[src/rtl/secure_mem_access_ctrl.sv]
// secure_mem_access_ctrl
// Access-control front end for the MCSE secure memory. Accepts one request at
// a time, checks it against the per-address lifecycle policy, drives the
// memory port and returns read data or a status code on a valid/ready channel.
// Optional violation logging is enabled by defining SECMEM_ACCESS_LOG_EN.

`ifndef SECURE_MEMORY_WIDTH
`define SECURE_MEMORY_WIDTH 64
`endif
`ifndef SECURE_MEMORY_LENGTH
`define SECURE_MEMORY_LENGTH 16
`endif

module secure_mem_access_ctrl #(
    parameter int unsigned WIDTH   = `SECURE_MEMORY_WIDTH,
    parameter int unsigned LENGTH  = `SECURE_MEMORY_LENGTH,
    parameter int unsigned TIMEOUT = 16,
    localparam int unsigned AW     = $clog2(LENGTH)
) (
    input  logic             clk,
    input  logic             rst_n,
    input  logic             req_valid,
    output logic             req_ready,
    input  logic             req_write,
    input  logic [AW:0]      req_addr,
    input  logic [WIDTH-1:0] req_wdata,
    input  logic [1:0]       lc_state,
    input  logic             key_rd_grant,
    input  logic             key_unlock,
    output logic             resp_valid,
    input  logic             resp_ready,
    output logic [WIDTH-1:0] resp_rdata,
    output logic [1:0]       resp_err,
    output logic             mem_rd_en,
    output logic             mem_wr_en,
    output logic [AW-1:0]    mem_addr,
    output logic [WIDTH-1:0] mem_wrData,
    input  logic [WIDTH-1:0] mem_rdData,
    input  logic             mem_rdData_valid
`ifdef SECMEM_ACCESS_LOG_EN
    ,
    output logic [7:0]       viol_count,
    output logic [AW:0]      viol_last_addr
`endif
);

    localparam int unsigned TW = $clog2(TIMEOUT + 1);
    localparam logic [AW:0] LEN_A   = (AW+1)'(LENGTH);
    localparam logic [TW-1:0] TMO_LAST = TW'(TIMEOUT - 1);

    localparam logic [1:0] ERR_OK      = 2'b00;
    localparam logic [1:0] ERR_DENIED  = 2'b01;
    localparam logic [1:0] ERR_RANGE   = 2'b10;
    localparam logic [1:0] ERR_TIMEOUT = 2'b11;

    typedef enum logic [2:0] {
        S_IDLE,
        S_CHECK,
        S_WRITE,
        S_READ,
        S_RESP
    } state_t;

    state_t state_q, state_d;

    logic [AW:0]      addr_q, addr_d;
    logic [WIDTH-1:0] wdata_q, wdata_d;
    logic             write_q, write_d;
    logic [1:0]       lc_q, lc_d;
    logic             grd_q, grd_d;
    logic             unl_q, unl_d;
    logic [TW-1:0]    tmo_q, tmo_d;
    logic [WIDTH-1:0] rdata_q, rdata_d;
    logic [1:0]       err_q, err_d;

    logic range_err;
    logic deny;
    logic viol;

    // Policy decision on the request captured at accept time.
    always_comb begin
        range_err = (addr_q >= LEN_A);
        deny      = 1'b0;
        if (addr_q[AW:3] == '0) begin
            unique case (addr_q[2:0])
                3'd0, 3'd1: deny = write_q;
                3'd2, 3'd3: deny = write_q ? !unl_q : !grd_q;
                default:    deny = write_q && (addr_q[1:0] != lc_q);
            endcase
        end
    end

    assign viol = (state_q == S_CHECK) && (range_err || deny);

    // Next-state and datapath update for the request/response sequence.
    always_comb begin
        state_d = state_q;
        addr_d  = addr_q;
        wdata_d = wdata_q;
        write_d = write_q;
        lc_d    = lc_q;
        grd_d   = grd_q;
        unl_d   = unl_q;
        tmo_d   = tmo_q;
        rdata_d = rdata_q;
        err_d   = err_q;
        unique case (state_q)
            S_IDLE: begin
                if (req_valid) begin
                    addr_d  = req_addr;
                    wdata_d = req_wdata;
                    write_d = req_write;
                    lc_d    = lc_state;
                    grd_d   = key_rd_grant;
                    unl_d   = key_unlock;
                    state_d = S_CHECK;
                end
            end
            S_CHECK: begin
                rdata_d = '0;
                tmo_d   = '0;
                if (range_err) begin
                    err_d   = ERR_RANGE;
                    state_d = S_RESP;
                end else if (deny) begin
                    err_d   = ERR_DENIED;
                    state_d = S_RESP;
                end else begin
                    err_d   = ERR_OK;
                    state_d = write_q ? S_WRITE : S_READ;
                end
            end
            S_WRITE: begin
                state_d = S_RESP;
            end
            S_READ: begin
                // Valid data wins over a timeout expiring on the same edge.
                if (mem_rdData_valid) begin
                    rdata_d = mem_rdData;
                    state_d = S_RESP;
                end else if (tmo_q == TMO_LAST) begin
                    rdata_d = '0;
                    err_d   = ERR_TIMEOUT;
                    state_d = S_RESP;
                end else begin
                    tmo_d = tmo_q + 1'b1;
                end
            end
            S_RESP: begin
                if (resp_ready) begin
                    rdata_d = '0;
                    err_d   = ERR_OK;
                    state_d = S_IDLE;
                end
            end
            default: state_d = S_IDLE;
        endcase
    end

    // FSM state register.
    always_ff @(posedge clk or negedge rst_n) begin
        if (!rst_n) state_q <= S_IDLE;
        else        state_q <= state_d;
    end

    // Captured request, timeout counter and response registers.
    always_ff @(posedge clk or negedge rst_n) begin
        if (!rst_n) begin
            addr_q  <= '0;
            wdata_q <= '0;
            write_q <= 1'b0;
            lc_q    <= '0;
            grd_q   <= 1'b0;
            unl_q   <= 1'b0;
            tmo_q   <= '0;
            rdata_q <= '0;
            err_q   <= ERR_OK;
        end else begin
            addr_q  <= addr_d;
            wdata_q <= wdata_d;
            write_q <= write_d;
            lc_q    <= lc_d;
            grd_q   <= grd_d;
            unl_q   <= unl_d;
            tmo_q   <= tmo_d;
            rdata_q <= rdata_d;
            err_q   <= err_d;
        end
    end

    assign req_ready  = (state_q == S_IDLE);
    assign resp_valid = (state_q == S_RESP);
    assign resp_rdata = rdata_q;
    assign resp_err   = err_q;
    assign mem_rd_en  = (state_q == S_READ);
    assign mem_wr_en  = (state_q == S_WRITE);
    assign mem_addr   = (mem_rd_en || mem_wr_en) ? addr_q[AW-1:0] : '0;
    assign mem_wrData = mem_wr_en ? wdata_q : '0;

`ifdef SECMEM_ACCESS_LOG_EN
    logic [7:0]  viol_cnt_q;
    logic [AW:0] viol_addr_q;

    // Saturating count and last address of denied or out-of-range requests.
    always_ff @(posedge clk or negedge rst_n) begin
        if (!rst_n) begin
            viol_cnt_q  <= '0;
            viol_addr_q <= '0;
        end else if (viol) begin
            if (viol_cnt_q != 8'hFF) viol_cnt_q <= viol_cnt_q + 8'd1;
            viol_addr_q <= addr_q;
        end
    end

    assign viol_count     = viol_cnt_q;
    assign viol_last_addr = viol_addr_q;
`else
    logic unused_viol;
    assign unused_viol = viol;
`endif

endmodule

[config.mk]
export PLATFORM = sky130hd
export DESIGN_NAME = secure_mem_access_ctrl
export DESIGN_NICKNAME = d
export VERILOG_FILES = /design/src/rtl/secure_mem_access_ctrl.sv
export SDC_FILE = /design/constraint.sdc
export NUM_CORES = 1
export LEC_CHECK = 0
export ABC_AREA = 1
export CAP_MARGIN = 20
export CORE_ASPECT_RATIO = 0.5
export CORE_MARGIN = 4
export CORE_UTILIZATION = 43
export CTS_BUF_LIST = sky130_fd_sc_hd__clkbuf_16
export DETAILED_ROUTE_END_ITERATION = 12
export PLACE_DENSITY = 0.87
export SLEW_MARGIN = 20
export SYNTH_ARGS = -nofsm -noshare
export SYNTH_HDL_FRONTEND = slang
export SYNTH_SLANG_ARGS = --single-unit
[constraint.sdc]
create_clock -name clk -period 1.9 [get_ports clk]
set_clock_uncertainty 0.1 [all_clocks]
set_input_delay 0.285 -clock clk [delete_from_list [all_inputs] [get_ports clk]]
set_output_delay 0.285 -clock clk [all_outputs]
set_load 0.005 [all_outputs]
==> results of run 1 <==
per-layer routing:
metal	up-vias	share of wire, %	GRT usage, %
met5	-	0	0
met4	0	5.7	13.22
met3	147	6.9	4.568
met2	410	51	46.05
met1	3369	36	29.25
li1	3038	-	-
critical path, stage by stage, from the launching register on:
cell     delay [ps]
dfrtp_1         410
inv_2            80
nor2_4          110
inv_2            60
nor2_4          130
inv_4            80
buf_12          150
buf_12          150
nor2_4           80
buf_2           120
through the flow:
stage	instance area, sq um	total power [mW]	worst slack (ps)	TNS (ps)
after detailed placement	9717	9.658	-177.2	-7193
after global placement	9717	9.463	-111.8	-2411
after floorplan	6676	7.457	208.6	0
final	10990	14.79	-286.1	-16210
after CTS	10540	13.55	-200.2	-11510
after global routing	10990	15.45	-346.0	-21840
area by class of cell:
cell class              instances  area, sq um  share of cell area [%]
multi-input cells             475         2754                   25.06
clock inverters                15        156.4                   1.423
inverters                      85        326.6                   2.971
well taps                     198        247.7                   2.254
flip-flops and latches        148         3704                   33.70
clock buffers                  17        425.4                   3.871
repair buffers                342         3377                   30.73
how the worst max path moves through the flow:
stage / slack, ps / from / cells past startpoint / end
floorplan: 210 / tmo_q[0] / 11 / resp_rdata[19]
global placement: -110 / state_q[2] / 7 / mem_wrData[31]
detailed placement: -180 / state_q[1] / 8 / mem_wrData[31]
CTS: -200 / state_q[1] / 9 / mem_wrData[48]
global route: -350 / state_q[1] / 9 / mem_wrData[57]
finish: -290 / state_q[1] / 9 / mem_wrData[45]
cell usage in the layout, fill, tap and decap left out, types with 4 or more instances in the layout:
cell,instances
clkdlybuf4s50_1,206
a21oi_1,74
nand2_1,92
nor2_1,92
o21ai_0,15
inv_2,6
clkinv_4,4
inv_1,76
nor2_2,11
nor2_4,48
buf_12,12
buf_4,26
dfrtp_1,148
buf_16,9
o21ai_2,42
o21ai_1,11
buf_2,64
clkbuf_16,20
buf_6,16
nand3_1,70
cell families after synthesis:
| kind of cell | share of synthesized area, % |
|---|---|
| adder cells (fa/ha/maj) | 0.3748 |
| multiplexers | 0.4872 |
| flip-flops | 55.47 |
| buffers and inverters | 10.12 |
| AO/OA/AOI/OAI | 13.25 |
| AND/OR/NAND/NOR | 20.30 |
registers in the layout, summed over array words and instances, names as in the netlist:
register and cells:
unl_q 1, tmo_q 5, resp_rdata 64, wdata_q 64, lc_q 2, grd_q 1, state_q 3, addr_q 5
write_q 1, resp_err 2
power breakdown:
group          switching (mW)  leakage [nW]  total [mW]  internal, mW
clock                    1.41         0.275        3.36          1.94
sequential              0.479          1.83        4.62          4.15
combinational            3.90          3.38        6.81          2.90
repair_timing:
item                       4_1_cts  5_1_grt
gates resized for setup        346       94
hold buffers                     1        0
setup endpoints to repair       94      142
hold endpoints to repair        44        0
pin swaps                        3       12
buffers inserted                14       13
gates cloned                     9        5
==> reports/results.ini, run 1 <==
[yosys]
yosysWarnings = 0
syn_avg_cell_area_sq_um = 8.820
synthTopCellsByArea = dfrtp_1, nor2_1, a21oi_1
syn_inst = 757
synth_commonest_cells = nor2_1, dfrtp_1, nand2_1
ys_types = 29
syn_nets = 902
netlist.area_leader.share_pct = 55.47
synth-async-reset-ratio_pct = 100.0
synth-main-ff-cell = dfrtp_1
synth_largest_area_cell = dfrtp_1
synth_edf_count = 0
netlist_area_sq_um = 6676
ys_ff_latch = 148
synth-seq-area-share_pct = 55.47
yosysMostFrequentCell = nor2_1

[drt]
vias_per_cell = 5.441
drc = 0
wl_um = 25620
vias = 6964
wl_per_cell_um = 20.01
dr.pass1.iters = 6
drt_iter0_drc = 619
ant_nets = 0

[global_routing]
grt_first_pass_wirelength_um = 35270
grt_usage_pct = 25.39
grt_max_degree = 53
antenna_found_initial = 0
grt_pass1_vias = 6855
grt_overflow_total = 0

[clock_network]
insertion_delay_ps = 410
cts_tree = yes
cts_made_buffers = 17
clkSinkCount = 148
cts_root_buffer = clkbuf_16
clockBufferDepth = 2
clk_pin_slew_worst_paths_ps = 60
h-tree-depth = 4

[finish]
post-route-util_pct = 74.18
n_fill_cell = 945
final-instance-count-excl-fill = 1280
diodes = 0
final_nets = 1214
drive_gt1_share_pct = 26.80
syn2layout_area_growth_pct = 64.62

[placed_design]
dp_cells = 1214
port_buffers = 280
gp_congestion = 0.8144
hpwl_um = 14260

[outcome]
status = finished with violations
violations = setup timing

[floorplanning]
dieArea_sq_um = 17710
start_util_pct = 45.06
core-area_sq_um = 14820
die-width_um = 184.2
dieHeight_um = 96.11
rows = 31
ioPinCount = 281

[setup_path]
rr_endpoint = resp_rdata[7]
startpoint_type = flip-flop
end_kind = output pin
crit_path_max_fanout = 5
worst-setup-path-type = reg -> out
crit_required_ps = 1510
crit_arrival_ps = 1800
timing.rr.start = state_q[1]
r2r_cells = 11
r2r_slack_ps = -130

[pwr]
power.leakage_nw = 5.489
ir_worst_vdd_mv = 0.9284
p_per_area_nw_per_um2 = 1345

[timing]
holdWs_ps = 135.3
hold_viol = 0
tightest_slew_ps = 495.6
slew_violations = 0
slew_headroom_pct = 66.96
fmax_mhz = 457.4
setup_violations = 99
final.min_clock_period_ps = 2186
setup_slack_ps = -286.1
rsz0062_at_grt = true
finalCritPeriodShare_pct = 115.1

[job]
cap_violations = 0

[worst_hold_path]
worstHoldPathType = in -> reg
hold_depth = 3
hp-start = mem_rdData_valid
hold_end = resp_rdata[61]

No activity file was read; power rests on OpenSTA's default activity.
==> run 2: changes to the inputs <==
--- a/config.mk
+++ b/config.mk
@@ -6,6 +6,7 @@
 export NUM_CORES = 1
 export LEC_CHECK = 0
 export ABC_AREA = 1
+export ABC_CLOCK_PERIOD_IN_PS = 1900
 export CAP_MARGIN = 20
 export CORE_ASPECT_RATIO = 0.5
 export CORE_MARGIN = 4
==> results of run 2 <==
No change in the layout: final DEF, timing and power equal those of run 1.
